$ cat config.mk
export PLATFORM = sky130hd
export DESIGN_NAME = contador16_sched
export DESIGN_NICKNAME = d
export VERILOG_FILES = /design/src/rtl/contador16_sched.sv
export SDC_FILE = /design/constraint.sdc
export NUM_CORES = 1
export LEC_CHECK = 0
export ABC_AREA = 1
export CAP_MARGIN = 40
export CORE_UTILIZATION = 41
export DETAILED_ROUTE_END_ITERATION = 10
export PLACE_DENSITY = 0.94
export SKIP_CTS_REPAIR_TIMING = 1
export SLEW_MARGIN = 30
export SYNTH_ARGS = -nofsm -noshare
export SYNTH_HDL_FRONTEND = slang
export SYNTH_SLANG_ARGS = --single-unit
$ cat constraint.sdc
create_clock -name CLK -period 2.8 [get_ports CLK]
set_input_delay 0.56 -clock CLK [delete_from_list [all_inputs] [get_ports CLK]]
set_output_delay 0.56 -clock CLK [all_outputs]
set_load 0.01 [all_outputs]
$ cat src/rtl/contador16_sched.sv
// Round-robin scheduler sharing one contador16 as a one-shot down-timer between two requesters.
// Every output is registered; the counter is loaded (MODO=11) and then counted down (MODO=01) until RCO.
module contador16_sched #(
    parameter int WIDTH = 16
) (
    input  logic             CLK,
    input  logic             RESET_L,
    input  logic             REQ0,
    input  logic [WIDTH-1:0] LOAD0,
    input  logic             REQ1,
    input  logic [WIDTH-1:0] LOAD1,
    output logic             GNT0,
    output logic             GNT1,
    output logic             DONE0,
    output logic             DONE1,
    output logic             BUSY,
    output logic             OWNER,
    output logic             ENB,
    output logic [1:0]       MODO,
    output logic [WIDTH-1:0] entrada,
    input  logic             RCO,
    input  logic [WIDTH-1:0] salida
);

    typedef enum logic [1:0] {
        st_idle  = 2'd0,
        st_load  = 2'd1,
        st_count = 2'd2,
        st_done  = 2'd3
    } state_t;

    localparam logic [1:0] modo_up   = 2'b00;
    localparam logic [1:0] modo_down = 2'b01;
    localparam logic [1:0] modo_load = 2'b11;

    state_t           state_reg, state_next;
    logic [1:0]       gnt_reg, gnt_next;
    logic [1:0]       done_reg, done_next;
    logic             busy_reg, busy_next;
    logic             owner_reg, owner_next;
    logic             last_reg, last_next;
    logic             enb_reg, enb_next;
    logic [1:0]       modo_reg, modo_next;
    logic [WIDTH-1:0] entrada_reg, entrada_next;
    logic             win;

    logic [1:0]       req;
    logic [WIDTH-1:0] load [2];

    // The count value is observed by other blocks; this scheduler only watches RCO.
    logic             salida_unused;
    assign salida_unused = ^salida;

    assign req     = {REQ1, REQ0};
    assign load[0] = LOAD0;
    assign load[1] = LOAD1;

    always_comb begin
        state_next   = state_reg;
        gnt_next     = '0;
        done_next    = '0;
        busy_next    = 1'b1;
        owner_next   = owner_reg;
        last_next    = last_reg;
        enb_next     = 1'b0;
        modo_next    = modo_up;
        entrada_next = entrada_reg;
        win          = 1'b0;
        case (state_reg)
            st_idle: begin
                busy_next = 1'b0;
                if (req != 2'b00) begin
                    // On a tie the requester that did not win last time goes first.
                    win           = (req == 2'b11) ? ~last_reg : req[1];
                    gnt_next[win] = 1'b1;
                    owner_next    = win;
                    last_next     = win;
                    entrada_next  = load[win];
                    busy_next     = 1'b1;
                    if (load[win] != '0) begin
                        state_next = st_load;
                        enb_next   = 1'b1;
                        modo_next  = modo_load;
                    end else begin
                        state_next     = st_done;
                        done_next[win] = 1'b1;
                    end
                end
            end
            st_load: begin
                state_next = st_count;
                enb_next   = 1'b1;
                modo_next  = modo_down;
            end
            st_count: begin
                if (RCO) begin
                    state_next           = st_done;
                    done_next[owner_reg] = 1'b1;
                end else begin
                    enb_next  = 1'b1;
                    modo_next = modo_down;
                end
            end
            st_done: begin
                state_next = st_idle;
                busy_next  = 1'b0;
            end
            default: begin
                state_next = st_idle;
                busy_next  = 1'b0;
            end
        endcase
    end

    always_ff @(posedge CLK) begin
        if (!RESET_L) begin
            state_reg   <= st_idle;
            gnt_reg     <= '0;
            done_reg    <= '0;
            busy_reg    <= 1'b0;
            owner_reg   <= 1'b0;
            last_reg    <= 1'b1;
            enb_reg     <= 1'b0;
            modo_reg    <= modo_up;
            entrada_reg <= '0;
        end else begin
            state_reg   <= state_next;
            gnt_reg     <= gnt_next;
            done_reg    <= done_next;
            busy_reg    <= busy_next;
            owner_reg   <= owner_next;
            last_reg    <= last_next;
            enb_reg     <= enb_next;
            modo_reg    <= modo_next;
            entrada_reg <= entrada_next;
        end
    end

    assign GNT0    = gnt_reg[0];
    assign GNT1    = gnt_reg[1];
    assign DONE0   = done_reg[0];
    assign DONE1   = done_reg[1];
    assign BUSY    = busy_reg;
    assign OWNER   = owner_reg;
    assign ENB     = enb_reg;
    assign MODO    = modo_reg;
    assign entrada = entrada_reg;

endmodule

==> flow_metrics.tcl <==
set metrics [dict create \
    ys.flop_type "dfxtp_1" \
    routed_wl_um 3370 \
    power_frac_seq 0.409 \
    wire_per_inst_um 11.2 \
    dp_hpwl_um 2560 \
    stdcell_count 301 \
    period_share 0.753 \
    async_flop_share 0 \
    peakVddDrop_mv 0.381 \
    worst_pin_slew_ns 0.282 \
    h-tree-depth 1 \
    end_kind "register" \
    numCtsBuffers 3 \
    synth_top_area_cell "dfxtp_1" \
    multi_input_area_um2 716 \
    fin_crit_ns 2.11 \
    core.rowCount 21 \
    gp_congestion 0.802 \
    synth_cells 195 \
    synth.avg_cell_area_um2 7.28 \
    dr.pass1.iters 4 \
    fin_skew_ns 0.00966 \
    cts-root-buf "clkbuf_4" \
    required_ns 3.03 \
    crit_chain "clkdlybuf4s50_1 > nand2_4 > nand2_8 > o21ai_0 > nand2_1 > nor2_1 > nand2_1 > o21ai_0 > a21oi_1" \
    max_freq_mhz 474 \
    synth_top_area_frac 0.381 \
    pwr-share-comb 0.462 \
    seqCellArea_um2 541 \
    grt_pass1_vias 1332 \
    p_per_area_mw_per_mm2 630 \
    slew_headroom 0.810 \
    synth_warnings 0 \
    antenna_found_initial 0 \
    synth-seq-cells 27 \
    clkSinkCount 27 \
    vias 1422 \
    die_w_um 60.9 \
    synth_area_leaders "dfxtp_1 38%, nand2_1 10%, a21oi_1 8.5%, nand3b_1 7.4%, o21ai_0 7.0%" \
    area_delta_synth_final_pct 46.9 \
    max_stage_delay_ns 0.48 \
    fin_area_mm2 0.00209 \
    power_frac_clock 0.130 \
    start_kind "primary input" \
    arrival_ns 2.34 \
    seq_area_frac_synth 0.381 \
    critPathKind "in -> reg" \
    min_path_type "reg -> reg" \
    grt_max_degree 21 \
    die_h_um 60.9 \
    path_clk_slew_ns 0.15 \
    cts_tree "yes" \
    maxCapViolations 0 \
    grt_usage 0.202 \
    final_layout_size_suffix_gt1_frac 0.0902 \
    placed_area_mm2 0.00206 \
    filler_cell_count 302 \
    port_buffers 61 \
    rsz0062_at_grt "no" \
    status "finished, final reports clean" \
    synth_edf_count 0 \
    setup_viol 0 \
    drc 0 \
    yosysMostFrequentCell "nand2_1" \
    viasPerCell 4.72 \
    ant_nets 0 \
    clk_path_buf_depth 2 \
    syn-num-nets 253 \
    overflow 0 \
    switching_share 0.359 \
    diodes 0 \
    synth_cell_types 21 \
    io_pins 78 \
    drtIter0Drc 76 \
    synthTopCellsByCount "38 x nand2_1, 27 x dfxtp_1, 25 x inv_1" \
    fin_setup_tns_ns 0 \
    die_area_mm2 0.00370 \
    final_nets 314 \
    power_leakage_nw 0.931 \
    dp.cells 297 \
    switchingPower_mw 0.473 \
    grt_pass1_wl_um 5570 \
    clk_latency_ns 0.33 \
    power_mw 1.31 \
    core_area_mm2 0.00334 \
    path_max_fanout 19 \
    hold_ws_ns 0.516 \
    slowest_stage "clkdlybuf4s50_1" \
    start_util 0.426 \
    p_int_mw 0.842 \
    final_hold_viol_count 0 \
    largest_register_ffs 16 \
    syn_area_mm2 0.00142 \
    slew_viol_final 0 \
]
cell type report:
class / count / area share
flip-flops and latches: 27 / 0.259
repair buffers: 66 / 0.311
clock inverters: 1 / 0.00360
multi-input cells: 133 / 0.343
inverters: 25 / 0.0450
well taps: 46 / 0.0276
clock buffers: 3 / 0.0108
per-layer routing:
| layer | wire, um | vias up | share of wire | track usage |
|---|---|---|---|---|
| met5 | 0 | - | 0 | 0 |
| met4 | 34 | 0 | 0.010 | 0.0617 |
| met3 | 183 | 4 | 0.054 | 0.0384 |
| met2 | 1710 | 55 | 0.51 | 0.366 |
| met1 | 1440 | 620 | 0.43 | 0.240 |
| li1 | - | 743 | - | - |
worst max-delay path: cells and delay by family:
| family | cells | cell delay, ns |
|---|---|---|
| AND/OR/NAND/NOR | 5 | 0.68 |
| buffers and inverters | 1 | 0.48 |
| AO/OA/AOI/OAI | 3 | 0.62 |
stage by stage:
step                      worst slack, ns  utilization
after floorplan                      1.18            -
final                               0.692        0.625
after global placement              0.384        0.616
after detailed placement            0.337        0.616
after global routing                0.644        0.625
after CTS                           0.706        0.625
cells by family after synthesis:
group / count (synthesis) / synth area share
simple gates: 83 / 0.300
compound gates: 45 / 0.160
buf+inv: 35 / 0.115
flops: 27 / 0.381
fa+ha+maj: 5 / 0.0441
final timing paths:
path | startpoint | end | slack [ns] | cells after the start
setup / recovery | REQ0 | MODO[0]$_SDFF_PN0_ | 0.69 | 9
hold / removal | last_reg$_SDFFE_PN1P_ | last_reg$_SDFFE_PN1P_ | 0.52 | 2
setup reg to reg | last_reg$_SDFFE_PN1P_ | MODO[0]$_SDFF_PN0_ | 1.08 | 8
hold reg to reg | last_reg$_SDFFE_PN1P_ | last_reg$_SDFFE_PN1P_ | 0.52 | 2
power groups by stage:
stage	Clock, mW	Sequential, mW	Combinational (mW)
2_1_floorplan	0	0.582	0.286
4_1_cts	0.175	0.539	0.609
6_report	0.170	0.537	0.607
3_5_place_dp	0	0.545	0.607
5_1_grt	0.194	0.552	0.676
3_3_place_gp	0	0.543	0.588
cell usage in the layout (no fill, tap or decap), drive strengths merged:
| cell type | count |
|---|---|
| a21boi | 1 |
| a21oi | 24 |
| buf | 5 |
| clkbuf | 3 |
| clkdlybuf4s50 | 61 |
| clkinvlp | 1 |
| dfxtp | 27 |
| ha | 5 |
| inv | 25 |
| nand2 | 49 |
| nand3 | 5 |
| nand3b | 14 |
| nor2 | 13 |
| nor3 | 1 |
| o21ai | 20 |
| or2 | 1 |
Power figures use the tool's default switching activity.
==> patch 1, RTL diff (config.mk and constraints unchanged) <==
Encoding of `state_t`: now one-hot (4 bits for 4 states).
--- a/src/rtl/contador16_sched.sv
+++ b/src/rtl/contador16_sched.sv
@@ -22,11 +22,11 @@
     input  logic [WIDTH-1:0] salida
 );
 
-    typedef enum logic [1:0] {
-        st_idle  = 2'd0,
-        st_load  = 2'd1,
-        st_count = 2'd2,
-        st_done  = 2'd3
+    typedef enum logic [3:0] {
+        st_idle  = 4'b0001,
+        st_load  = 4'b0010,
+        st_count = 4'b0100,
+        st_done  = 4'b1000
     } state_t;
 
     localparam logic [1:0] modo_up   = 2'b00;
Formal check against the unedited RTL: same outputs for any inputs over 10 cycles, from zero or initial values and one cycle with RESET_L low; not proved beyond that.
==> patch 1 against the unedited design <==
Sequential share of layout area is 1.5 points higher; setup slack better by 0.12 ns; synthesized cell count up 0.51%; total power fell by 12%; sequential power fell by 6.9%; core utilization increased by 4.1 points; combinational power fell by 38%; via count is 3.3% higher; wire length up 2.3%; area after synthesis fell by 0.18%; design area grew 1.6%; sequential cell count increased by 2.
==> patch 1: results (changes against the unedited design) <==
| Metric | Value |
|---|---|
| Internal power | 0.8061 mW (-4.3%) |
| Largest net degree at the start of global routing | 34 (+62%) |
| Port Buffers | 61 (unchanged) |
| Worst min path class | reg2reg |
| Slew Limit Fails | 0 (unchanged) |
| Clock group share of total power | 24.5% (+12 points) |
| Critical path fanouts, max | 10 (-9) |
| Routed length per instance | 11.37 um (+1.6%) |
| DR vias/cell | 4.848 (+2.6%) |
| Clk Latency, worst-skew pair | 0.33 ns (about the same) |
| Asr flop ratio synth | 0% (unchanged) |
| Top cells by count, synth | 45 x nand2_1, 29 x dfxtp_1, 27 x inv_1 |
| Final WL | 3.445 mm (+2.3%) |
| Required time of the critical path | 3.06 ns (+0.03 ns) |
| HPWL after DPL | 2.601 mm (+1.6%) |
| Placed Cells | 295 (-0.67%) |
| Number of diodes | 0 (unchanged) |
| Library cells used by synthesis | 25 (+19%) |
| Ys Warns | 0 (unchanged) |
| Syn_nets | 249 (-1.6%) |
| GPL Wtd Cong | 0.7623 (-5.0%) |
| DRT iter0 DRCs | 72 (-5.3%) |
| Comb. pwr | 0.375 mW (-38%) |
| Leak pwr | 0.9440 nW (+1.4%) |
| Least-Margin Pin Slew | 0.3246 ns (+0.04212 ns) |
| Final nets | 311 (-0.96%) |
| Share of post-route cells with drive strength above 1 | 9.653% (+0.63 points) |
| Total global-route track usage | 21.10% (+0.93 points) |
| Routed Antenna Nets | 0 (unchanged) |
| First-pass GRT wire length | 5.623 mm (+0.99%) |
| VDD IR max | 0.3071 mV (-19%) |
| Worst-path clk slew | 0.08 ns (-0.07 ns) |
| Layout Skew | 0.005889 ns (-0.003776 ns) |
| CTS buffer count | 5 (+2) |
| Register area share after synthesis | 40.95% (+2.9 points) |
| Number of global-route vias before repair | 1358 (+2.0%) |
| Avg Cell Area, Syn | 7.233 um2 (-0.69%) |
| Detailed-router iteration count before antenna repair | 4 (unchanged) |
| Htree depth | 2 (+1) |
| Crit-path leading delay family | buffers and inverters |
| Ranking of synthesized cells by area | dfxtp_1 41%, nand2_1 12%, nand3b_1 7.4% |
| Status | finished clean |
| Slowest stage delay, CP | 0.66 ns (+0.18 ns) |
## patch 1: worst min-delay path, stage by stage, from the launching register on
cell and delay [ns]:
dfxtp_1 0.34, nand2_1 0.08, nand3_1 0.05
## patch 1: layout make-up
class / count / area (um2)
Clock inverter: 1 / 5.005
Fill cell: 275 / 1060
Sequential cell: 29 / 580.6
Multi-Input combinational cell: 129 / 666.9
Clock buffer: 7 / 65.06
Inverter: 28 / 105.1
Timing Repair Buffer: 65 / 640.6
Tap cell: 44 / 55.05
## patch 1: routing by layer
metal	global-route usage (%)	routed length (um)	up-vias
li1	-	-	749
met1	23.60	1509	666
met4	8.766	55	0
met3	6.823	207	6
met2	36.89	1674	48
met5	0	0	-
## patch 1: path summary, 6_finish.rpt
check,start,end,slack [ns],cells after the start
min,last_reg,last_reg,0.52,2
max,REQ1,done_reg[1],0.81,10
min reg2reg,last_reg,last_reg,0.52,2
max reg2reg,last_reg,done_reg[1],1.26,10
## patch 1: per-stage QoR
step	power [mW]	worst slack (ns)	cell area, um2
6_report	1.158	0.8117	2118
2_1_floorplan	0.6997	1.199	1418
4_1_cts	1.168	0.8171	2118
3_3_place_gp	0.8717	0.4623	2048
3_5_place_dp	0.8819	0.4588	2048
5_1_grt	1.235	0.6906	2118
## patch 1: logic make-up after synthesis
kind of cell | count (synthesis) | share of synthesized area [%]
buffers and inverters | 38 | 12.00
AOI/OAI and AO/OA | 41 | 15.36
DFF | 29 | 40.95
and+or+nand+nor | 88 | 31.69
==> patch 2, RTL diff (config.mk and constraints unchanged) <==
Without the edit above. Set the parameter `WIDTH` to 32 (it was 16).
--- a/src/rtl/contador16_sched.sv
+++ b/src/rtl/contador16_sched.sv
@@ -1,7 +1,7 @@
 // Round-robin scheduler sharing one contador16 as a one-shot down-timer between two requesters.
 // Every output is registered; the counter is loaded (MODO=11) and then counted down (MODO=01) until RCO.
 module contador16_sched #(
-    parameter int WIDTH = 16
+    parameter int WIDTH = 32
 ) (
     input  logic             CLK,
     input  logic             RESET_L,
Ports: changed (resized LOAD0, LOAD1, entrada and salida); port bits go from 78 to 142. The function was not compared with the original's and may differ.
==> patch 2 against the unedited design <==
Design area up 65%; setup slack worse by 0.22 ns; maximum frequency down 9.4%; total power up 84%; sequential cell count up 16; first-iteration DRC count up 100%; wire length up 82%; area after synthesis up 55%; final cell count up 64%.
==> patch 2: results (changes against the unedited design) <==
| Metric | Value |
|---|---|
| Met3 usage | 6.158% (+2.3 points) |
| Fill count | 444 (+47%) |
| Met2 usage | 40.54% (+4.0 points) |
| Worst R2R Setup Slack | 0.89 ns (-0.19 ns) |
| Routed length per instance | 12.46 um (+11%) |
| Htree depth | 2 (+1) |
| Root Buffer Master | clkbuf_8 |
| Worst rel slew slack | 69.03% (-12 points) |
| GR Layer Usage met1 | 24.88% (+0.89 points) |
| Port Buffers | 109 (+79%) |
| Status | finished clean |
| Place WS | 0.2231 ns (-0.1140 ns) |
| Clk Latency, worst-skew pair | 0.29 ns (-0.04 ns) |
| DRT iter0 DRCs | 153 (+100%) |
| Slowest stage delay, CP | 0.53 ns (+0.05 ns) |
| VDD IR max | 0.4015 mV (+5.4%) |
| Ranking of synthesized cells by area | dfxtp_1 39%, nand2_1 13%, o21ai_0 10% |
| HPWL after DPL | 4.596 mm (+80%) |
| Final nets | 528 (+68%) |
| GPL Wtd Cong | 0.8302 (+3.5%) |
| Critical path fanouts, max | 48 (+29) |
| Max FFs per register | 32 (+16) |
| Library cells used by synthesis | 20 (-4.8%) |
| Via count | 2372 (+67%) |
| Syn_nets | 425 (+68%) |
| FF-to-FF path depth | 11 (+3) |
| Largest net degree at the start of global routing | 49 (+130%) |
| Number of global-route vias before repair | 2268 (+70%) |
| Share of post-route cells with drive strength above 1 | 4.492% (-4.5 points) |
| Slack of the critical path | 0.4736 ns (-0.2182 ns) |
| Top cells by count, synth | 77 x nand2_1, 45 x o21ai_0, 43 x dfxtp_1 |
| Total global-route track usage | 22.71% (+2.5 points) |
| Layout Skew | 0.008167 ns (-0.001497 ns) |
| First-pass GRT wire length | 9.701 mm (+74%) |
| Register area share after synthesis | 39.22% (+1.2 points) |
| Leak pwr | 1.540 nW (+65%) |
| Worst min path class | reg2reg |
| Crit path arrival time | 2.50 ns (+0.16 ns) |
[patch 2: cell types whose count changed after synthesis, sizes merged, moves of 3 or more]
cell / change
a21oi: +16
clkbuf: +3
buf: +6
o21ai: +28
nand3b: +3
dfxtp: +16
inv: +16
nand2: +30
nor2: +5
[patch 2: metal layers]
| metal | up-vias | share of wire [%] |
|---|---|---|
| met5 | - | 0 |
| met4 | 0 | 2.7 |
| met3 | 16 | 7.7 |
| met2 | 95 | 49 |
| met1 | 1038 | 41 |
| li1 | 1223 | - |
[patch 2: cell families (layout without fill, tap and decap cells)]
group	Yosys count	count (layout)	share of synthesized area [%]
buf+inv	60	164	12.20
simple gates	122	122	25.31
compound gates	89	89	20.41
flops	43	43	39.22
fa+ha+maj	5	5	2.851
[patch 2: final timing paths]
path,endpoint
max,MODO[0]
max reg2reg,MODO[0]
min reg2reg,last_reg
min,last_reg
[patch 2: layout make-up]
class                   instances  area share (%)
repair buffers                115           32.98
multi-input cells             216           31.17
flip-flops and latches         43           24.99
inverters                      41           4.468
well taps                      70           2.543
clock buffers                   6           2.107
clock inverters                 2           1.744
[patch 2: tightest hold or removal path, cell delays in order, from the launching register on]
cell	delay, ns
dfxtp_1	0.34
nand2_1	0.07
nand3_1	0.06
[patch 2: per-stage QoR]
step | cells | hold WS [ns] | area (um2) | utilization [%]
after global routing | 493 | 0.5497 | 3445 | 67.02
after detailed placement | 485 | 0.5025 | 3312 | 64.44
after CTS | 493 | 0.5215 | 3445 | 67.02
final | 493 | 0.5148 | 3445 | 67.02
after global placement | 485 | 0.4912 | 3312 | 64.44
after floorplan | 319 | 0.4798 | 2195 | -
[patch 2: power breakdown]
part           total [mW]  switching, mW  internal (mW)  leakage, nW
logic               0.982          0.491          0.491         1.12
clock network       0.565          0.208          0.356       0.0654
registers           0.867         0.0897          0.777        0.357
total                2.41          0.789           1.63         1.54
